$ cat src/rtl/mccpu_cntl.sv
// Multicycle MIPS-subset control sequencer.
// Steps each instruction through IF/ID/EXE/MEM/WB and drives the datapath
// enables and mux selects. Memory accesses in IF and MEM stall on mrdy.
//
//   state | meaning
//   SIF   | fetch: PC -> memory, PC+4 -> PC, write IR when memory is ready
//   SID   | decode: branch target -> ALU out reg; jumps complete here
//   SEXE  | execute: ALU op, branches resolve on z
//   SMEM  | memory access for lw/sw, waits for mrdy
//   SWB   | register file write-back
module mccpu_cntl (
  input  logic       clk,
  input  logic       clr,
  input  logic [5:0] op,
  input  logic [5:0] func,
  input  logic       z,
  input  logic       mrdy,
  output logic       wpc,
  output logic       wir,
  output logic       wmem,
  output logic       wreg,
  output logic       iord,
  output logic       regrt,
  output logic       m2reg,
  output logic       jal,
  output logic       shift,
  output logic       alusrca,
  output logic [1:0] alusrcb,
  output logic       sext,
  output logic [3:0] aluc,
  output logic [1:0] pcsource,
  output logic       illegal,
  output logic [2:0] state
);

  typedef enum logic [2:0] {
    SIF  = 3'b000,
    SID  = 3'b001,
    SEXE = 3'b010,
    SMEM = 3'b011,
    SWB  = 3'b100
  } state_t;

  state_t state_q, state_n;

  logic rtype;
  logic i_add, i_sub, i_and, i_or, i_xor, i_sll, i_srl, i_sra, i_jr;
  logic i_addi, i_andi, i_ori, i_xori, i_lui, i_lw, i_sw, i_beq, i_bne;
  logic i_j, i_jal;
  logic legal, itype_wb, is_shift, is_branch, zimm;
  logic wpc_c, wir_c, wmem_c, wreg_c, illegal_c;
  logic [3:0] alu_fn;

  assign rtype  = (op == 6'b000000);
  assign i_add  = rtype & (func == 6'b100000);
  assign i_sub  = rtype & (func == 6'b100010);
  assign i_and  = rtype & (func == 6'b100100);
  assign i_or   = rtype & (func == 6'b100101);
  assign i_xor  = rtype & (func == 6'b100110);
  assign i_sll  = rtype & (func == 6'b000000);
  assign i_srl  = rtype & (func == 6'b000010);
  assign i_sra  = rtype & (func == 6'b000011);
  assign i_jr   = rtype & (func == 6'b001000);
  assign i_addi = (op == 6'b001000);
  assign i_andi = (op == 6'b001100);
  assign i_ori  = (op == 6'b001101);
  assign i_xori = (op == 6'b001110);
  assign i_lui  = (op == 6'b001111);
  assign i_lw   = (op == 6'b100011);
  assign i_sw   = (op == 6'b101011);
  assign i_beq  = (op == 6'b000100);
  assign i_bne  = (op == 6'b000101);
  assign i_j    = (op == 6'b000010);
  assign i_jal  = (op == 6'b000011);

  assign legal = i_add | i_sub | i_and | i_or | i_xor | i_sll | i_srl | i_sra | i_jr |
                 i_addi | i_andi | i_ori | i_xori | i_lui | i_lw | i_sw | i_beq | i_bne |
                 i_j | i_jal;
  assign itype_wb  = i_addi | i_andi | i_ori | i_xori | i_lui | i_lw;
  assign is_shift  = i_sll | i_srl | i_sra;
  assign is_branch = i_beq | i_bne;
  assign zimm      = i_andi | i_ori | i_xori;

  // ALU function for the EXE step, keyed by instruction
  always_comb begin
    alu_fn = 4'b0000;
    if (i_sub | is_branch)  alu_fn = 4'b0100;
    else if (i_and | i_andi) alu_fn = 4'b0001;
    else if (i_or  | i_ori)  alu_fn = 4'b0101;
    else if (i_xor | i_xori) alu_fn = 4'b0010;
    else if (i_lui)          alu_fn = 4'b0110;
    else if (i_sll)          alu_fn = 4'b0011;
    else if (i_srl)          alu_fn = 4'b0111;
    else if (i_sra)          alu_fn = 4'b1111;
  end

  // State register; clr wins over any in-flight access
  always_ff @(posedge clk) begin
    if (clr) state_q <= SIF;
    else     state_q <= state_n;
  end

  // Next state and datapath controls
  always_comb begin
    state_n   = SIF;
    wpc_c     = 1'b0;
    wir_c     = 1'b0;
    wmem_c    = 1'b0;
    wreg_c    = 1'b0;
    illegal_c = 1'b0;
    iord      = 1'b0;
    regrt     = 1'b0;
    m2reg     = 1'b0;
    jal       = 1'b0;
    shift     = 1'b0;
    alusrca   = 1'b0;
    alusrcb   = 2'b00;
    sext      = 1'b0;
    aluc      = 4'b0000;
    pcsource  = 2'b00;
    case (state_q)
      SIF: begin
        alusrcb = 2'b01;
        wpc_c   = mrdy;
        wir_c   = mrdy;
        state_n = mrdy ? SID : SIF;
      end
      SID: begin
        alusrcb = 2'b11;
        sext    = 1'b1;
        if (i_j) begin
          pcsource = 2'b11;
          wpc_c    = 1'b1;
        end else if (i_jal) begin
          pcsource = 2'b11;
          wpc_c    = 1'b1;
          wreg_c   = 1'b1;
          jal      = 1'b1;
        end else if (i_jr) begin
          pcsource = 2'b10;
          wpc_c    = 1'b1;
        end else if (!legal) begin
          illegal_c = 1'b1;
        end else begin
          state_n = SEXE;
        end
      end
      SEXE: begin
        alusrca = 1'b1;
        shift   = is_shift;
        alusrcb = (rtype | is_branch) ? 2'b00 : 2'b10;
        sext    = ~zimm;
        aluc    = alu_fn;
        if (is_branch) begin
          pcsource = 2'b01;
          wpc_c    = (i_beq & z) | (i_bne & ~z);
        end else if (i_lw | i_sw) begin
          state_n = SMEM;
        end else begin
          state_n = SWB;
        end
      end
      SMEM: begin
        iord   = 1'b1;
        wmem_c = i_sw;
        if (mrdy) state_n = i_lw ? SWB : SIF;
        else      state_n = SMEM;
      end
      SWB: begin
        wreg_c = 1'b1;
        m2reg  = i_lw;
        regrt  = itype_wb;
      end
      default: state_n = SIF;
    endcase
  end

  assign wpc     = wpc_c & ~clr;
  assign wir     = wir_c & ~clr;
  assign wmem    = wmem_c & ~clr;
  assign wreg    = wreg_c & ~clr;
  assign illegal = illegal_c & ~clr;
  assign state   = state_q;

endmodule

$ cat config.mk
export PLATFORM = sky130hd
export DESIGN_NAME = mccpu_cntl
export DESIGN_NICKNAME = d
export VERILOG_FILES = /design/src/rtl/mccpu_cntl.sv
export SDC_FILE = /design/constraint.sdc
export NUM_CORES = 1
export LEC_CHECK = 0
export ABC_AREA = 1
export CORE_MARGIN = 1
export CORE_UTILIZATION = 39
export CTS_BUF_LIST = sky130_fd_sc_hd__clkbuf_8
export DETAILED_ROUTE_END_ITERATION = 8
export PLACE_DENSITY = 0.9
export SYNTH_ARGS = -nofsm -noshare
export SYNTH_HDL_FRONTEND = slang
export SYNTH_SLANG_ARGS = --single-unit
$ cat constraint.sdc
create_clock -name clk -period 1.25 [get_ports clk]
set_clock_uncertainty 0.05 [all_clocks]
set_input_delay 0.1875 -clock clk [delete_from_list [all_inputs] [get_ports clk]]
set_output_delay 0.1875 -clock clk [all_outputs]
set_load 0.02 [all_outputs]
==> results of run 1 <==
-- cell usage after synthesis (all sizes together) --
cell and number:
a21o 1, a21oi 4, a31oi 5, clkdlybuf4s25 1, dfxtp 3, inv 23, nand2 29, nand3 13
nand3b 1, nand4 3, nor2 32, nor3 5, nor4 2, o21ai 2, o22ai 1, o31ai 1
or2 1, xor2 1
-- metrics by stage --
| stage | hold slack, ns | area [sq um] | util |
|---|---|---|---|
| 3_5_place_dp | 0.777 | 1460 | 0.929 |
| 2_1_floorplan | 0.361 | 796 | - |
| 3_3_place_gp | 0.720 | 1460 | 0.929 |
-- logic make-up after synthesis --
family / synth area share
AO/OA/AOI/OAI: 0.125
buffers and inverters: 0.139
AND/OR/NAND/NOR: 0.637
XOR/XNOR: 0.0127
flip-flops: 0.0868
==> results.ini, run 1 <==
[logic_synthesis]
yosysSeqAreaShare = 0.0868
synth_top_area_share = 0.141
synth_seq_cells = 3
synth_area_leader_cell = nor2_1
ys_top_cells_by_area = nor2_1, nand2_1, inv_1
synthCells = 128
syn_area_sq_um = 692
synth_fp_nets = 144
ys_types = 27
avgSynthCellArea_sq_um = 5.41
ys.warnings.count = 0

[floorplanning]
die-width_microns = 44.1
die_h_microns = 44.1
initial_core_util = 0.439
ioPinCount = 39
rows = 14

[clock_network]
ctsHoldBuffers = 0
htreeDepth = 1
cts.sinks = 3
cts_resized = 284
postCtsSetupBuffers = 21
clock_tree.root_cell = clkbuf_8
clockBufferDepth = 2
cts_buffers = 3

[placed_design]
port_buffers = 38
hpwl_microns = 2920
gp_congestion = 0.918
post-place-cells = 218
place_ws_ns = -1.29

[run_status]
stop_error = [ERROR DPL-0038] Utilization greater than 100%, impossible to legalize
status = aborted with a tool error
lastStage = clock tree synthesis (4_1_cts)

==> inputs of run 2 (changes only) <==
==> config.mk (replaced) <==
export PLATFORM = sky130hd
export DESIGN_NAME = mccpu_cntl
export DESIGN_NICKNAME = d
export VERILOG_FILES = /design/src/rtl/mccpu_cntl.sv
export SDC_FILE = /design/constraint.sdc
export NUM_CORES = 1
export LEC_CHECK = 0
export ABC_AREA = 1
export CORE_AREA = 2 2 63 65
export DETAILED_ROUTE_END_ITERATION = 8
export DIE_AREA = 0 0 65 67
export PLACE_DENSITY_LB_ADDON = 0.15
export SYNTH_ARGS = -nofsm -noshare
export SYNTH_HDL_FRONTEND = slang
export SYNTH_SLANG_ARGS = --single-unit
==> run 2 against run 1 <==
The flow now finishes, with violations (negative setup slack); synthesized cell count is the same; area after synthesis is the same.
==> results.ini, run 2 <==
[timing]
rsz0062_at_grt = yes
setup_viol = 23
slew_violations = 0
holdWs_ns = 0.438
relSlewSlack = 0.741
setup_slack_ns = -0.454
period_share = 1.36
fmax_mhz = 587
tightest_slew_ns = 0.385
fin_crit_ns = 1.70
hold_violations = 0

[logic_synthesis]
ys.warnings.count = 0
synth.area.mux_share = 0
avgSynthCellArea_sq_um = 5.41
syn_area_sq_um = 692
yosys-top-cells-count = nor2_1, nand2_1, inv_1
synthArstFlopShare = 0
synth_xor_area_frac = 0.0127
ys.flop_type = dfxtp_1
synth_seq_cells = 3
synth_edf_count = 0
ys_types = 27
synth_fa_ha_area_frac = 0
synth-compound-area-share = 0.125
synth_most_common_cell = nor2_1
synth_fp_nets = 144
yosysSeqAreaShare = 0.0868
synthCells = 128
synth_area_leader_cell = nor2_1
ys_top_cells_by_area = nor2_1, nand2_1, inv_1
synth_top_family_by_area = simple AND/OR/NAND/NOR gates
synth_top_area_share = 0.141
yosys.area_share.simple = 0.637

[grt]
antenna_found_initial = 0
grt_max_degree = 6
grtUsageMet1 = 0.176
grt_overflow = 0
use_met3 = 0.0355
grt_util_met2 = 0.307
grt_usage = 0.157
grt_pass1_vias = 1257
busiest_layer = met2
grt_pass1_wl_microns = 5320

[critical_path]
cp-startpoint = state[1]$_SDFF_PP0_
rrSetupSlack_ns = -0.12
reg2reg_from = state[1]$_SDFF_PP0_
cp.arrival_ns = 1.47
r2r_cells = 9
crit_end = aluc[1]
crit_chain = inv_4 > nor3_4 > nand2_2 > inv_2 > nand4_1 > a31oi_4 > buf_6
regToRegEndpoint = state[0]$_SDFF_PP0_
worstSetupStartpointType = register
critPathMaxFanout = 3
max_stage_delay_ns = 0.35
cp_slowest_cell = dfxtp_4
cp.required_ns = 1.01
path_class = register to primary output
cp-end-kind = primary output

[pwr]
powerDensity_nw_per_um2 = 390
finalPower_uw = 802
leakage_nw = 0.936
vdd_drop_max_v = 0.000389

[floorplanning]
die_h_microns = 67
initial_core_util = 0.192
core_sq_um = 3610
dieArea_sq_um = 4360
ioPinCount = 39
die-width_microns = 65
rows = 22

[final_layout]
drive_gt1_frac = 0.833
final_cell_mix = buf_4, buf_6, nor2_4, nand2_2, nor2_2
final_common_cell = buf_4
fillers = 324
num-nets-final = 239
area_growth_pct = 197
insertedDiodeCount = 0
largest_reg_flops = 3
fin_util = 0.570

[route]
firstDrtPassIters = 4
viasPerCell = 4.41
wl_per_cell_microns = 12.7
drc = 0
wl_microns = 3430
drt_iter0_drc = 20
ant_nets = 0
dr_total_vias = 1192

[placed_design]
port_buffers = 38
hpwl_microns = 2350
gp_congestion = 0.800

[clock_network]
ctsHoldBuffers = 0
tritoncts = yes
clkLatencyLatePin_ns = 0.22
cts.sinks = 3
clk_transition_reported_paths_ns = 0.03
htreeDepth = 1
clock_tree.root_cell = clkbuf_8
clockBufferDepth = 2
cts_buffers = 3

[job]
drv_cap = 0

[hold_path]
min_path_cells = 7
hold_class = primary input to register
min_from = op[4]

[run_status]
status = complete, but fails checks
violations = negative setup slack

run 2: layout make-up:
type,instances,area (sq um),share of cell area
sequential,3,71.3,0.0347
inverter,23,98.8,0.0481
timing repair buffer,90,822,0.400
multi-input combinational,102,957,0.466
tap,48,60.1,0.0292
clock buffer,4,45.0,0.0219
run 2: worst max-delay path, delay by kind of cell, from the launching register on:
kind,cells,cell delay [ns]
AOI/OAI and AO/OA,1,0.19
DFF,1,0.35
and+or+nand+nor,3,0.47
buffers and inverters,3,0.24
run 2: cell families after synthesis:
group                  after synthesis
flip-flops                           3
AND/OR/NAND/NOR                     86
XOR/XNOR                             1
AO/OA/AOI/OAI                       14
buffers and inverters               24
run 2: repair_timing:
action / 4_1_cts / 5_1_grt
resized for setup: 234 / 57
endpoints found under the setup margin: 26 / 25
cloned: 1 / 0
setup buffers: 15 / 7
pin swaps: 43 / 44
run 2: power breakdown:
part / total (mW) / switching [mW] / internal [mW]
clock network: 0.291 / 0.0726 / 0.218
registers: 0.0997 / 0.00470 / 0.0950
logic: 0.412 / 0.212 / 0.199
run 2: metal layers:
metal  share of wire  routed length, microns  vias up
li1                -                       -      604
met1            0.39                    1340      556
met5               0                       0        -
met4          0.0050                      17        0
met2            0.57                    1970       30
met3           0.030                     103        2
run 2: worst min path at each step:
stage / to / slack [ns]
3_3_place_gp: state[2]$_SDFF_PP0_ / 0.76
6_report: state[2]$_SDFF_PP0_ / 0.44
2_1_floorplan: state[2]$_SDFF_PP0_ / 0.36
4_1_cts: state[2]$_SDFF_PP0_ / 0.41
3_5_place_dp: state[2]$_SDFF_PP0_ / 0.77
5_1_grt: state[2]$_SDFF_PP0_ / 0.45
run 2: through the flow:
stage               setup WS (ns)  cell area, sq um  cells  setup TNS [ns]
floorplan                  -0.318               796    128           -2.38
global placement            -1.20              1500    250          -20.43
detailed placement          -1.23              1500    250          -20.83
CTS                        -0.477              1910    268           -5.83
global route               -0.539              2050    270           -7.13
finish                     -0.454              2050    270           -5.95
No activity file was read; power rests on OpenSTA's default activity.
==> inputs of run 3 (changes only) <==
==> constraint.sdc (replaced) <==
create_clock -name clk -period 1.25 [get_ports clk]
set_clock_uncertainty 0.05 [all_clocks]
set_input_delay 0.3125 -clock clk [delete_from_list [all_inputs] [get_ports clk]]
set_output_delay 0.3125 -clock clk [all_outputs]
set_load 0.02 [all_outputs]
==> run 3 against run 2 <==
Largest cell class unchanged; first-iteration DRC count grew 70%; maximum frequency shrank 7.3%; die area is the same; the flow still finishes with violations (negative setup slack).
==> results.ini, run 3 (synthesis gave the netlist of run 2 again) <==
[run_status]
status = complete, but fails checks
violations = negative setup slack

[final_layout]
area_growth_pct = 201
drive_gt1_frac = 0.825
final_common_cell = buf_6
largest_reg_flops = 3
register_area_sq_um = 68.8
finalNonFillerCells = 271
final_cell_mix = buf_6, buf_4, nand2_2, nor2_4, nor2_2
fillers = 315
multi_input_area_sq_um = 963
insertedDiodeCount = 0
num-nets-final = 240

[pwr]
vdd_drop_max_v = 0.000218
leakage_nw = 0.964
internal_power_uw = 512
p_clk_frac = 0.357
finalPower_uw = 797
p_sw_uw = 285
p_seq_frac = 0.126
swShare = 0.358
powerDensity_nw_per_um2 = 382
pwr-share-comb = 0.517

[route]
drc = 0
wl_microns = 3540
firstDrtPassIters = 4
dr_total_vias = 1216
wl_per_cell_microns = 13.0
ant_nets = 0
drt_iter0_drc = 34
viasPerCell = 4.49

[timing]
fmax_mhz = 544
relSlewSlack = 0.822
setup_slack_ns = -0.590
fin_tns_setup_ns = -9.72
slew_violations = 0
fin_crit_ns = 1.84
tightest_slew_ns = 0.266
setup_viol = 25
period_share = 1.47
rsz0062_at_grt = yes
hold_violations = 0

[floorplanning]
initial_core_util = 0.192
ioPinCount = 39
dieArea_sq_um = 4360
rows = 22
die_h_microns = 67
core_sq_um = 3610
die-width_microns = 65

[grt]
grt_max_degree = 6
grt_pass1_vias = 1198
grt_pass1_wl_microns = 5230
grt_usage = 0.156
grt_overflow = 0
antenna_found_initial = 0

[job]
drv_cap = 0

[placed_design]
port_buffers = 38
post-place-cells = 252
gp_congestion = 0.774
hpwl_microns = 2440
place_ws_ns = -1.54

[critical_path]
path_class = register to primary output
worstSetupStartpointType = register
critPathMaxFanout = 3
cp_slowest_cell = dfxtp_4
max_stage_delay_ns = 0.34
crit_cells = 6
r2r_cells = 9
cp.arrival_ns = 1.48
crit_family = simple AND/OR/NAND/NOR gates
crit_chain = nor3_4 > nand2_2 > inv_2 > nand4_1 > a31oi_4 > buf_6
cp-end-kind = primary output
path_buf_inv = 2
cp.required_ns = 0.89

[clock_network]
clkLatencyLatePin_ns = 0.22
clock_tree.root_cell = clkbuf_8
cts_buffers = 3
ctsHoldBuffers = 0
htreeDepth = 1
clk_transition_reported_paths_ns = 0.03
tritoncts = yes
cts.sinks = 3
clockBufferDepth = 2

[hold_path]
min_path_cells = 5
hold_class = primary input to register

==> run 3: cell count changes in the layout (fill, tap and decap cells not counted), sizes merged <==
cell / change
clkdlybuf4s15: -2
buf: +3
==> run 3: per-layer routing <==
layer / GRT usage / part of all wire
met1: 0.175 / 0.37
met2: 0.311 / 0.58
met3: 0.0118 / 0.029
met4: 0.0479 / 0.016
met5: 0 / 0
==> run 3: layout make-up <==
cell class / instances / share of cell area
clock buffer: 4 / 0.0216
inverter: 23 / 0.0498
sequential: 3 / 0.0330
tap: 48 / 0.0288
multi-input combinational: 102 / 0.462
timing repair buffer: 91 / 0.405
==> run 3: timing repair <==
| action | CTS | global route |
|---|---|---|
| pin swaps | 32 | 30 |
| setup buffers | 14 | 6 |
| hold endpoints to repair | 0 | 0 |
| endpoints found under the setup margin | 26 | 25 |
| gates cloned | 1 | 0 |
| gates resized for setup | 220 | 66 |
==> run 3: power groups by stage <==
| stage | Combinational [mW] | Sequential [mW] | Clock, mW |
|---|---|---|---|
| after CTS | 0.366 | 0.101 | 0.297 |
| after floorplan | 0.133 | 0.107 | 0 |
| after global routing | 0.437 | 0.101 | 0.296 |
| after global placement | 0.310 | 0.103 | 0 |
| after detailed placement | 0.312 | 0.103 | 0 |
| final | 0.412 | 0.100 | 0.284 |
==> run 3: stage by stage <==
stage           util  hold WS (ns)  area, sq um
2_1_floorplan      -         0.487          872
3_3_place_gp   0.442         0.754         1600
3_5_place_dp   0.442         0.762         1600
4_1_cts        0.529         0.559         1910
5_1_grt        0.578         0.589         2080
6_report       0.578         0.532         2080
==> run 3: worst paths after layout <==
check	start	end	slack (ns)
min	op[2]	state[2]$_SDFF_PP0_	0.53
max	state[2]$_SDFF_PP0_	aluc[1]	-0.59
min reg2reg	state[2]$_SDFF_PP0_	state[1]$_SDFF_PP0_	0.80
max reg2reg	state[1]$_SDFF_PP0_	state[0]$_SDFF_PP0_	-0.14
==> run 3: worst reg2reg max path, cell delays in order (launching register included) <==
cell     delay [ns]
dfxtp_4        0.34
buf_6          0.13
buf_6          0.12
nand2_4        0.07
buf_6          0.10
nor2_4         0.03
buf_6          0.11
a21oi_4        0.15
a21o_1         0.13
inv_1          0.04
